==> src/rtl/inv_mix_columns_iter_if.sv <==
// Handshake bundle for the iterative InvMixColumns engine: input state
// channel, output state channel and the busy indicator.
interface inv_mix_columns_iter_if;
  logic         in_valid;
  logic         in_ready;
  logic [127:0] state_in;
  logic         out_valid;
  logic         out_ready;
  logic [127:0] state_out;
  logic         busy;

  // Producer/consumer side that feeds states in and drains results.
  modport master (
    output in_valid,
    output state_in,
    output out_ready,
    input  in_ready,
    input  out_valid,
    input  state_out,
    input  busy
  );

  // Engine side.
  modport slave (
    input  in_valid,
    input  state_in,
    input  out_ready,
    output in_ready,
    output out_valid,
    output state_out,
    output busy
  );
endinterface

==> src/rtl/inv_mix_columns_iter.sv <==
// Iterative AES InvMixColumns engine. A captured 128-bit state is transformed
// in place, COLS_PER_CYCLE columns per clock in column order 0..3, and the
// finished state is offered on a valid/ready output. Byte s(r,c) sits at
// state[127-8*(4c+r) -: 8], so each column is a 32-bit word with row 0 in
// its most significant byte.
module inv_mix_columns_iter #(
  parameter int COLS_PER_CYCLE = 1
) (
  input  logic                   clk,
  input  logic                   rst,
  inv_mix_columns_iter_if.slave  bus
);

  // Only divisors of four give a whole number of column steps.
  generate
    if (!((COLS_PER_CYCLE == 1) || (COLS_PER_CYCLE == 2) || (COLS_PER_CYCLE == 4))) begin : g_bad_param
      $error("inv_mix_columns_iter: COLS_PER_CYCLE must be 1, 2 or 4");
    end
  endgenerate

  localparam logic [2:0] STEP = 3'(COLS_PER_CYCLE);

  localparam logic [1:0] ST_IDLE = 2'd0;
  localparam logic [1:0] ST_CALC = 2'd1;
  localparam logic [1:0] ST_DONE = 2'd2;

  // GF(2^8) doubling modulo x^8+x^4+x^3+x+1.
  function automatic logic [7:0] xt(input logic [7:0] a);
    logic [7:0] r;
    if (a[7]) begin
      r = {a[6:0], 1'b0} ^ 8'h1B;
    end else begin
      r = {a[6:0], 1'b0};
    end
    return r;
  endfunction

  // Multiples 09/0B/0D/0E built from the shared x2/x4/x8 chain.
  function automatic logic [7:0] mul9(input logic [7:0] a);
    logic [7:0] x2, x4, x8;
    x2 = xt(a);
    x4 = xt(x2);
    x8 = xt(x4);
    return x8 ^ a;
  endfunction

  function automatic logic [7:0] mulb(input logic [7:0] a);
    logic [7:0] x2, x4, x8;
    x2 = xt(a);
    x4 = xt(x2);
    x8 = xt(x4);
    return x8 ^ x2 ^ a;
  endfunction

  function automatic logic [7:0] muld(input logic [7:0] a);
    logic [7:0] x2, x4, x8;
    x2 = xt(a);
    x4 = xt(x2);
    x8 = xt(x4);
    return x8 ^ x4 ^ a;
  endfunction

  function automatic logic [7:0] mule(input logic [7:0] a);
    logic [7:0] x2, x4, x8;
    x2 = xt(a);
    x4 = xt(x2);
    x8 = xt(x4);
    return x8 ^ x4 ^ x2;
  endfunction

  // One column of InvMixColumns; row 0 is the top byte of the word.
  function automatic logic [31:0] inv_col(input logic [31:0] col);
    logic [7:0] a0, a1, a2, a3;
    logic [7:0] b0, b1, b2, b3;
    a0 = col[31:24];
    a1 = col[23:16];
    a2 = col[15:8];
    a3 = col[7:0];
    b0 = mule(a0) ^ mulb(a1) ^ muld(a2) ^ mul9(a3);
    b1 = mul9(a0) ^ mule(a1) ^ mulb(a2) ^ muld(a3);
    b2 = muld(a0) ^ mul9(a1) ^ mule(a2) ^ mulb(a3);
    b3 = mulb(a0) ^ muld(a1) ^ mul9(a2) ^ mule(a3);
    return {b0, b1, b2, b3};
  endfunction

  logic [1:0]   fsm_q, fsm_d;
  logic [1:0]   cnt_q, cnt_d;
  logic [127:0] data_q, data_d;
  logic [127:0] state_out_q, state_out_d;
  logic         in_ready_q, in_ready_d;
  logic         out_valid_q, out_valid_d;
  logic         busy_q, busy_d;

  logic [2:0]   lo_s;
  logic [2:0]   hi_s;
  logic         last_s;
  logic [127:0] mixed_s;

  assign lo_s   = {1'b0, cnt_q};
  assign hi_s   = lo_s + STEP;
  assign last_s = (hi_s == 3'd4);

  // Working state with the columns of the current step replaced.
  always_comb begin
    mixed_s = data_q;
    for (int c = 0; c < 4; c++) begin
      if ((3'(c) >= lo_s) && (3'(c) < hi_s)) begin
        mixed_s[127-32*c -: 32] = inv_col(data_q[127-32*c -: 32]);
      end else begin
        mixed_s[127-32*c -: 32] = data_q[127-32*c -: 32];
      end
    end
  end

  // Sequencer: capture in IDLE, step columns in CALC, hold result in DONE.
  // Handshake flags are computed alongside the state so they leave flops.
  always_comb begin
    fsm_d       = fsm_q;
    cnt_d       = cnt_q;
    data_d      = data_q;
    state_out_d = state_out_q;
    in_ready_d  = in_ready_q;
    out_valid_d = out_valid_q;
    busy_d      = busy_q;
    case (fsm_q)
      ST_IDLE: begin
        if (bus.in_valid) begin
          data_d      = bus.state_in;
          cnt_d       = 2'd0;
          fsm_d       = ST_CALC;
          in_ready_d  = 1'b0;
          busy_d      = 1'b1;
        end else begin
          fsm_d       = ST_IDLE;
          in_ready_d  = 1'b1;
          busy_d      = 1'b0;
        end
        out_valid_d = 1'b0;
      end
      ST_CALC: begin
        data_d = mixed_s;
        cnt_d  = cnt_q + STEP[1:0];
        if (last_s) begin
          fsm_d       = ST_DONE;
          state_out_d = mixed_s;
          out_valid_d = 1'b1;
        end else begin
          fsm_d       = ST_CALC;
          out_valid_d = 1'b0;
        end
        in_ready_d = 1'b0;
        busy_d     = 1'b1;
      end
      ST_DONE: begin
        if (bus.out_ready) begin
          fsm_d       = ST_IDLE;
          out_valid_d = 1'b0;
          in_ready_d  = 1'b1;
          busy_d      = 1'b0;
        end else begin
          fsm_d       = ST_DONE;
          out_valid_d = 1'b1;
          in_ready_d  = 1'b0;
          busy_d      = 1'b1;
        end
      end
      default: begin
        fsm_d       = ST_IDLE;
        cnt_d       = 2'd0;
        in_ready_d  = 1'b1;
        out_valid_d = 1'b0;
        busy_d      = 1'b0;
      end
    endcase
  end

  // State and output flops; reset aborts any operation in flight.
  always_ff @(posedge clk or posedge rst) begin
    if (rst) begin
      fsm_q       <= ST_IDLE;
      cnt_q       <= 2'd0;
      data_q      <= 128'd0;
      state_out_q <= 128'd0;
      in_ready_q  <= 1'b1;
      out_valid_q <= 1'b0;
      busy_q      <= 1'b0;
    end else begin
      fsm_q       <= fsm_d;
      cnt_q       <= cnt_d;
      data_q      <= data_d;
      state_out_q <= state_out_d;
      in_ready_q  <= in_ready_d;
      out_valid_q <= out_valid_d;
      busy_q      <= busy_d;
    end
  end

  assign bus.in_ready  = in_ready_q;
  assign bus.out_valid = out_valid_q;
  assign bus.state_out = state_out_q;
  assign bus.busy      = busy_q;

endmodule
==> src/flat_wrapper.sv <==
// flat-port wrapper written by rule: the top's interface ports become plain ports
module inv_mix_columns_iter_flat 
#(
  parameter int COLS_PER_CYCLE = 1
)
  (clk, rst, bus_in_valid, bus_state_in, bus_out_ready, bus_in_ready, bus_out_valid, bus_state_out, bus_busy);
  inv_mix_columns_iter_if bus_i ();
  input  logic clk;
  input  logic rst;
  input wire logic [$bits(bus_i.in_valid)-1:0] bus_in_valid;
  input wire logic [$bits(bus_i.state_in)-1:0] bus_state_in;
  input wire logic [$bits(bus_i.out_ready)-1:0] bus_out_ready;
  output wire logic [$bits(bus_i.in_ready)-1:0] bus_in_ready;
  output wire logic [$bits(bus_i.out_valid)-1:0] bus_out_valid;
  output wire logic [$bits(bus_i.state_out)-1:0] bus_state_out;
  output wire logic [$bits(bus_i.busy)-1:0] bus_busy;
  assign bus_i.in_valid = bus_in_valid;
  assign bus_i.state_in = bus_state_in;
  assign bus_i.out_ready = bus_out_ready;
  assign bus_in_ready = bus_i.in_ready;
  assign bus_out_valid = bus_i.out_valid;
  assign bus_state_out = bus_i.state_out;
  assign bus_busy = bus_i.busy;
  inv_mix_columns_iter #(.COLS_PER_CYCLE(COLS_PER_CYCLE)) u_core (.clk(clk), .rst(rst), .bus(bus_i));
endmodule
==> config.mk <==
export PLATFORM = sky130hd
export DESIGN_NAME = inv_mix_columns_iter_flat
export DESIGN_NICKNAME = d
export VERILOG_FILES = /design/src/rtl/inv_mix_columns_iter_if.sv /design/src/rtl/inv_mix_columns_iter.sv /design/src/flat_wrapper.sv
export SDC_FILE = /design/constraint.sdc
export NUM_CORES = 1
export LEC_CHECK = 0
export BUFFER_PORTS_ARGS = -buffer_cell sky130_fd_sc_hd__buf_2
export CORE_MARGIN = 10
export CORE_UTILIZATION = 53
export DETAILED_ROUTE_END_ITERATION = 8
export GPL_ROUTABILITY_DRIVEN = 0
export PLACE_DENSITY = 0.74
export SYNTH_ARGS = -nofsm -noshare
export SYNTH_HDL_FRONTEND = slang
export SYNTH_SLANG_ARGS = --single-unit
==> constraint.sdc <==
create_clock -name clk -period 8.52 [get_ports clk]
set_input_delay 0.426 -clock clk [delete_from_list [all_inputs] [get_ports clk]]
set_output_delay 0.426 -clock clk [all_outputs]
set_load 0.01 [all_outputs]
==> reports/metrics.yaml, run 1 <==
outcome: "complete, but fails checks"
violations: "negative hold slack"
io_pins: 263
dpl.cell_count: 2625
drc: 0
cts_root_buf: "clkbuf_16"
vias_per_cell: 5.72
cp.required_ns: 8.94
nets: 2273
yosysTopAreaCell: "dfrtp_1"
drv_slew: 0
antenna_left: 0
grt_usage_pct: 24.5
synth.cell_area_sq_mm: 0.0211
r2r_slack_ns: 4.07
ys.flop_type: "dfrtp_1"
cp-start-kind: "register"
fp-row-count: 73
via_count: 15300
holdWs_ns: -0.000512
cp_max_fo: 105
synthArstFlopShare_pct: 100
cp.depth: 8
setup_viol: 0
grt_pass1_vias: 16000
routedWlPerCell_um: 22.2
synthTopCellsByArea: "dfrtp_1 31%, xnor2_1 18%, xnor3_1 15%"
multi_input_area_sq_mm: 0.0136
timing.rr.start: "u_core.fsm_q[1]"
die_x_um: 219
final.setup_skew_ns: 0.0122
critPathTopFamily: "buffers and inverters"
r2r_cells: 8
cpMaxStageDelayCell: "buf_4"
firstDrtPassIters: 5
cp-end-kind: "register"
drt-initial-drc-count: 1207
synth_seq_cells: 263
cts_max_level: 1
totalWireLength_um: 59600
critPathKind: "reg -> reg"
holdBufCountCts: 0
dp_hpwl_um: 43600
synth_cell_types: 43
rsz0062_at_grt: "false"
fin_area_sq_mm: 0.0234
numCtsBuffers: 30
ys_warn_count: 0
initial_core_util_pct: 53.3
syn_nets: 2168
final_util_pct: 59.0
worst-path-buf-inv: 3
dpl_cell_area_sq_mm: 0.0223
clock.fmax_ghz: 0.225
syn_avg_cell_area_sq_um: 10.4
cp_slowest_stage_delay_ns: 0.89
synth_edf_count: 0
yosysSeqAreaShare_pct: 31.2
maxSlewHeadroom_pct: 23.5
grt_first_pass_wirelength_um: 93300
timing.rr.end: "u_core.data_q[124]"
clk_path_buf_depth: 3
finalNonFillerCells: 2681
die_h_um: 219
synth_top_area_share_pct: 31.1
area_delta_synth_final_pct: 10.7
period_share_pct: 52.3
cts.sinks: 263
layout-drive-gt1-share_pct: 16.6
cts_tree: "done"
tightestPinTransition_ns: 1.15
fill_cells: 3330
seq_area_sq_mm: 0.00658
crit_arrival_ns: 4.87
io_buffers: 262
antenna_found_initial: 2
post_cts.repair.setup_buffers: 0
syn_inst: 2027
insertion_delay_ns: 0.58
gr-total-overflow: 0
cts_resized: 0
dieArea_sq_mm: 0.0482
fin_crit_ns: 4.45
grt_max_degree: 147
path_clk_slew_ns: 0.06
worstPathCellList: "inv_1 > ha_4 > inv_2 > o21ai_4 > buf_4 > nand2_1 > o22ai_1 > a21oi_1"
setup_tns_ns: 0
hold_path.class: "in -> async"
maxCapViolCount: 0
core_area_sq_mm: 0.0395
hold_viol: 1
==> cells in the mapped netlist (32+ instances only) <==
cell type and number:
xnor3_1 140, clkbuf_1 126, a21o_1 44, nand2_1 126, mux2i_1 104, a21oi_1 155, nor2_1 45, xnor2_1 431
dfrtp_1 262, buf_2 52, o22ai_1 32, xor2_1 108, and3_1 51, o21ai_0 185
==> metal layers <==
metal	global-route usage, %	share of wire [%]
met1	33.0	42
met5	0	0.022
met3	4.51	7.7
met4	6.39	2.0
met2	40.0	48
==> worst max-delay path by stage <==
| stage | slack (ns) | from | end |
|---|---|---|---|
| 6_report | 4.07 | u_core.fsm_q[1] | u_core.data_q[124] |
| 5_1_grt | 3.75 | u_core.fsm_q[1] | u_core.data_q[101] |
| 4_1_cts | 4.06 | u_core.fsm_q[1] | u_core.data_q[124] |
| 3_5_place_dp | 4.07 | u_core.fsm_q[1] | u_core.data_q[124] |
| 3_3_place_gp | 4.21 | u_core.fsm_q[1] | u_core.data_q[108] |
| 2_1_floorplan | 0.86 | rst | u_core.bus.busy |
==> sequential cells by signal (all words and copies together) (netlist names) <==
| signal | cells |
|---|---|
| u_core.bus.state_out | 128 |
| u_core.data_q | 128 |
| u_core.fsm_q | 2 |
| u_core.cnt_q | 2 |
| u_core.bus.out_valid | 1 |
| u_core.bus.in_ready | 1 |
| u_core.bus.busy | 1 |
==> cells in the final DEF (no fill, tap or decap), types with 45 or more instances in the layout <==
| cell type | netlist | final |
|---|---|---|
| xnor2_1 | 431 | 431 |
| buf_2 | 52 | 262 |
| dfrtp_1 | 262 | 262 |
| o21ai_0 | 185 | 185 |
| a21oi_1 | 155 | 155 |
| xnor3_1 | 140 | 140 |
| nand2_1 | 126 | 125 |
| xor2_1 | 108 | 108 |
| mux2i_1 | 104 | 104 |
| and3_1 | 51 | 51 |
| nor2_1 | 45 | 45 |
==> cell families (layout without fill, tap and decap cells) <==
kind of cell / Yosys count / after routing / synth area share [%]
XOR/XNOR: 722 / 722 / 41.5
AO/OA/AOI/OAI: 466 / 466 / 12.1
flip-flops: 263 / 263 / 31.2
AND/OR/NAND/NOR: 248 / 248 / 5.27
buffers and inverters: 213 / 341 / 4.30
multiplexers: 106 / 106 / 5.04
adder cells (fa/ha/maj): 9 / 9 / 0.534
other: 0 / 1 / 0
==> through the flow <==
stage | hold WS, ns | setup slack, ns
6_report | -0.000512 | 4.07
5_1_grt | 0.0302 | 3.75
4_1_cts | 0.0123 | 4.06
3_5_place_dp | 0.465 | 4.07
3_3_place_gp | 0.457 | 4.21
2_1_floorplan | 0.507 | 0.855
==> final cells by class <==
type / instances / share of cell area (%)
diodes: 1 / 0.0107
clock buffers: 42 / 3.80
clock inverters: 13 / 0.504
inverters: 14 / 0.257
multi-input cells: 1551 / 58.4
flip-flops and latches: 263 / 28.2
well taps: 525 / 2.81
repair buffers: 272 / 5.99
==> worst reg2reg max path, stage by stage, from the launching register on <==
cell     delay (ns)
dfrtp_1        0.40
inv_1          0.12
ha_4           0.64
inv_2          0.67
o21ai_4        0.71
buf_4          0.89
nand2_1        0.52
o22ai_1        0.25
a21oi_1        0.10
Power of run 1 is left out: the tool's default activity adds up to more than one toggle a clock period on the data nets, which glitch-free logic cannot reach.
==> inputs of run 2 (changes only) <==
clock period = 4.1 ns   (was 8.52 ns; I/O delays follow)
==> reports/metrics.yaml, run 2 (synthesis gave the netlist of run 1 again) <==
outcome: "completed"  # was complete, but fails checks
antenna_left: 0  # unchanged
core_area_sq_mm: 0.0395  # unchanged
critPathKind: "reg -> reg"  # unchanged
cts_root_buf: "clkbuf_16"  # unchanged
io_buffers: 262  # unchanged
drv_slew: 0  # unchanged
cp.required_ns: 4.56  # was 8.94 ns
cp-end-kind: "register"  # unchanged
area_delta_synth_final_pct: 17.1  # was 10.7%
fp-row-count: 73  # unchanged
drt-initial-drc-count: 1193  # was 1207
hold_viol: 0  # was 1
totalWireLength_um: 61500  # was 59600 um
grt_usage_pct: 25.0  # was 24.5%
tightestPinTransition_ns: 1.14  # was 1.15 ns
firstDrtPassIters: 5  # unchanged
io_pins: 263  # unchanged
gr-total-overflow: 0  # unchanged
clk_path_buf_depth: 3  # unchanged
die_h_um: 219  # unchanged
grt_first_pass_wirelength_um: 95500  # was 93300 um
setup_tns_ns: 0  # unchanged
insertion_delay_ns: 0.59  # was 0.58 ns
routedWlPerCell_um: 21.8  # was 22.2 um
maxCapViolCount: 0  # unchanged
hold_path.class: "in -> reg"  # was in -> async
final_cell_mix: "431 x xnor2_1, 262 x buf_2, 262 x dfrtp_1, 185 x o21ai_0, 155 x a21oi_1"  # unchanged
cts.sinks: 263  # unchanged
cp-start-kind: "register"  # unchanged
initial_core_util_pct: 53.3  # unchanged
period_share_pct: 71.4  # was 52.3%
path_clk_slew_ns: 0.06  # about the same
grt_max_degree: 100  # was 147
antenna_found_initial: 1  # was 2
rsz0062_at_grt: "false"  # unchanged
cts_max_level: 1  # unchanged
setup_viol: 0  # unchanged
via_count: 15900  # was 15300
die_x_um: 219  # unchanged
multi_input_area_sq_mm: 0.0136  # about the same
grt_pass1_vias: 16400  # was 16000
final.setup_skew_ns: 0.0210  # was 0.0122 ns
fill_cells: 3181  # was 3330
nets: 2408  # was 2273
seq_area_sq_mm: 0.00658  # unchanged
numCtsBuffers: 31  # was 30
maxSlewHeadroom_pct: 23.8  # was 23.5%
cts_tree: "done"  # unchanged
post_cts.repair.setup_buffers: 0  # unchanged
mostFrequentLayoutCell: "xnor2_1"  # unchanged
clock.fmax_ghz: 0.342  # was 0.225 GHz
fin_crit_ns: 2.93  # was 4.45 ns
layout-drive-gt1-share_pct: 16.2  # was 16.6%
vias_per_cell: 5.64  # was 5.72
dp_hpwl_um: 44700  # was 43600 um
dieArea_sq_mm: 0.0482  # unchanged
cp_max_fo: 45  # was 105
drc: 0  # unchanged
crit_arrival_ns: 3.39  # was 4.87 ns
run 2: critical path, stage by stage (launching register included):
cell and delay [ns]:
dfrtp_1 0.41, inv_1 0.12, ha_4 0.17, inv_2 0.16
o21ai_4 0.63, nand2_2 0.84, o21ai_0 0.45
run 2: cell type report:
cell class	instances	area share (%)
inverters	14	0.228
clock inverters	10	0.350
clock buffers	47	3.79
diodes	2	0.0203
well taps	525	2.66
multi-input cells	1551	55.3
flip-flops and latches	263	26.7
repair buffers	406	11.0
run 2: path summary, 6_finish.rpt:
kind                       cells after the start                startpoint                  endpoint  slack, ns
hold reg to reg                                2  u_core.bus.state_out[10]  u_core.bus.state_out[10]       0.48
max in group asynchronous                      4                       rst         u_core.data_q[88]       2.61
min in group asynchronous                      3                       rst  u_core.bus.state_out[65]       0.41
setup / recovery                               6           u_core.fsm_q[1]        u_core.data_q[114]       1.17
setup reg to reg                               6           u_core.fsm_q[1]        u_core.data_q[114]       1.17
hold / removal                                 4          bus_state_in[25]         u_core.data_q[25]       0.01
run 2: metal layers:
| metal | share of wire (%) | vias up | GRT usage (%) |
|---|---|---|---|
| met1 | 43 | 7814 | 33.8 |
| met3 | 7.4 | 116 | 4.26 |
| li1 | - | 7320 | - |
| met2 | 47 | 644 | 40.3 |
| met4 | 2.9 | 0 | 8.00 |
| met5 | 0 | - | 0 |
run 2: timing repair:
action                                  CTS  global route
hold endpoints to repair                158             0
hold buffers                            120             0
gates resized for setup                   0             0
endpoints found under the setup margin    0             0
run 2: metrics by stage:
stage                     area, sq um  instances  worst slack, ns  hold slack (ns)  util [%]
after floorplan                 21100       2027            0.426            0.333         -
after global placement          22500       2639             1.30            0.457      56.8
after detailed placement        22500       2639             1.18            0.454      56.8
after CTS                       24700       2816             1.19          0.00139      62.4
after global routing            24700       2817            0.986           0.0274      62.4
final                           24700       2818             1.17           0.0122      62.4
Power of run 2 is left out for the same reason.
==> inputs of run 3 (changes only) <==
PLACE_DENSITY = 0.77   (was 0.74)
clock period = 2.3 ns   (was 4.1 ns; I/O delays follow)
==> reports/metrics.yaml, run 3 (synthesis gave the netlist of run 1 again) <==
fin_crit_ns: 2.37  # was 2.93 ns
clk_path_buf_depth: 3  # unchanged
clock.fmax_ghz: 0.422  # was 0.342 GHz
io_pins: 263  # unchanged
setup_viol: 6  # was 0
fp-row-count: 73  # unchanged
cp-end-kind: "register"  # unchanged
numCtsBuffers: 30  # was 31
r2r_cells: 7  # was 6
violations: "negative setup slack"
cp_max_fo: 6  # was 45
drv_slew: 0  # unchanged
tightestPinTransition_ns: 0.776  # was 1.14 ns
timing.rr.end: "u_core.bus.state_out[102]"  # was u_core.data_q[114]
maxCapViolCount: 0  # unchanged
fill_cells: 2706  # was 3181
drc: 0  # unchanged
core_area_sq_mm: 0.0395  # unchanged
cts_max_level: 1  # unchanged
insertion_delay_ns: 0.59  # about the same
setup_tns_ns: -0.221  # was 0 ns
totalWireLength_um: 70800  # was 61500 um
final_cell_mix: "375 x xnor2_1, 282 x buf_4, 262 x buf_2, 227 x dfrtp_1, 184 x o21ai_0"  # was 431 x xnor2_1, 262 x buf_2, 262 x dfrtp_1, 185 x o21ai_0, 155 x a21oi_1
r2r_slack_ns: -0.07  # was 1.17 ns
grt_pass1_vias: 18200  # was 16400
maxSlewHeadroom_pct: 48.2  # was 23.8%
cp-start-kind: "register"  # unchanged
cts_root_buf: "clkbuf_16"  # unchanged
gr-total-overflow: 0  # unchanged
drt-initial-drc-count: 1611  # was 1193
vias_per_cell: 5.73  # was 5.64
firstDrtPassIters: 6  # was 5
io_buffers: 262  # unchanged
cts.sinks: 263  # unchanged
initial_core_util_pct: 53.3  # unchanged
die_h_um: 219  # unchanged
grt_max_degree: 85  # was 100
diodes: 0  # was 2
layout-drive-gt1-share_pct: 30.3  # was 16.2%
via_count: 17800  # was 15900
antenna_found_initial: 0  # was 1
dpl.cell_count: 2900  # was 2639
period_share_pct: 103  # was 71.4%
worst_slack_ns: -0.0678  # was 1.17 ns
hold_path.class: "in -> reg"  # unchanged
outcome: "complete, but fails checks"  # was completed
dp_hpwl_um: 51100  # was 44700 um
grt_first_pass_wirelength_um: 105000  # was 95500 um
crit_arrival_ns: 2.81  # was 3.39 ns
holdPathStages: 4  # unchanged
antenna_left: 0  # unchanged
critPathKind: "reg -> reg"  # unchanged
die_x_um: 219  # unchanged
hold_viol: 0  # unchanged
final.setup_skew_ns: 0.0106  # was 0.0210 ns
setup.worst_path.end: "u_core.bus.state_out[102]"  # was u_core.data_q[114]
cp.required_ns: 2.74  # was 4.56 ns
rsz0062_at_grt: "true"  # was false
crit_path_start: "u_core.data_q[119]"  # was u_core.fsm_q[1]
finalNonFillerCells: 3105  # was 2818
grt_usage_pct: 27.9  # was 25.0%
routedWlPerCell_um: 22.8  # was 21.8 um
cts_tree: "done"  # unchanged
nets: 2697  # was 2408
timing.rr.start: "u_core.data_q[119]"  # was u_core.fsm_q[1]
path_clk_slew_ns: 0.07  # was 0.06 ns
dieArea_sq_mm: 0.0482  # unchanged
mostFrequentLayoutCell: "xnor2_1"  # unchanged
area_delta_synth_final_pct: 32.1  # was 17.1%
run 3: how the worst min path moves through the flow:
stage                           from                       end  slack [ns]
floorplan              bus_out_ready       u_core.bus.in_ready        0.24
global placement                 rst  u_core.bus.state_out[63]        0.28
detailed placement               rst  u_core.bus.state_out[63]        0.29
CTS                 bus_state_in[86]         u_core.data_q[86]       0.007
global route        bus_state_in[86]         u_core.data_q[86]        0.04
finish              bus_state_in[86]         u_core.data_q[86]        0.07
run 3: stage by stage:
stage | hold WS [ns] | setup slack (ns) | cell area, sq um | util [%]
6_report | 0.0723 | -0.0678 | 27900 | 70.5
5_1_grt | 0.0447 | -0.0914 | 27900 | 70.5
4_1_cts | 0.00687 | -0.0511 | 27200 | 68.7
3_5_place_dp | 0.292 | -0.110 | 24600 | 62.2
3_3_place_gp | 0.282 | -0.0929 | 24600 | 62.2
2_1_floorplan | 0.243 | -1.28 | 21100 | -
run 3: cell type report:
cell class              instances  area [sq um]  area share, %
multi-input cells            1551         14300           51.4
flip-flops and latches        263          6630           23.8
repair buffers                696          5130           18.4
clock buffers                  38           862           3.09
well taps                     525           657           2.36
clock inverters                18           211          0.759
inverters                      14          56.3          0.202
run 3: critical path, stage by stage (launching register included):
cell	delay [ns]
dfrtp_2	0.46
buf_4	0.18
xnor2_4	0.23
xor2_1	0.30
xnor2_1	0.20
xnor3_1	0.50
mux2i_1	0.25
o21ai_1	0.10
run 3: what timing repair did:
action                                  4_1_cts  5_1_grt
hold buffers                                130        0
gates cloned                                  0        1
pin swaps                                     6       32
setup buffers                                 0       18
endpoints found under the setup margin       37      131
endpoints found under the hold margin       145        0
resized for setup                            31      114
run 3: metal layers:
layer	global-route usage [%]	up-vias	share of wire [%]
met2	46.1	922	48
met4	10.7	0	4.1
li1	-	7893	-
met5	0	-	0
met3	5.28	186	8.5
met1	35.7	8793	39
Power of run 3 is left out for the same reason.
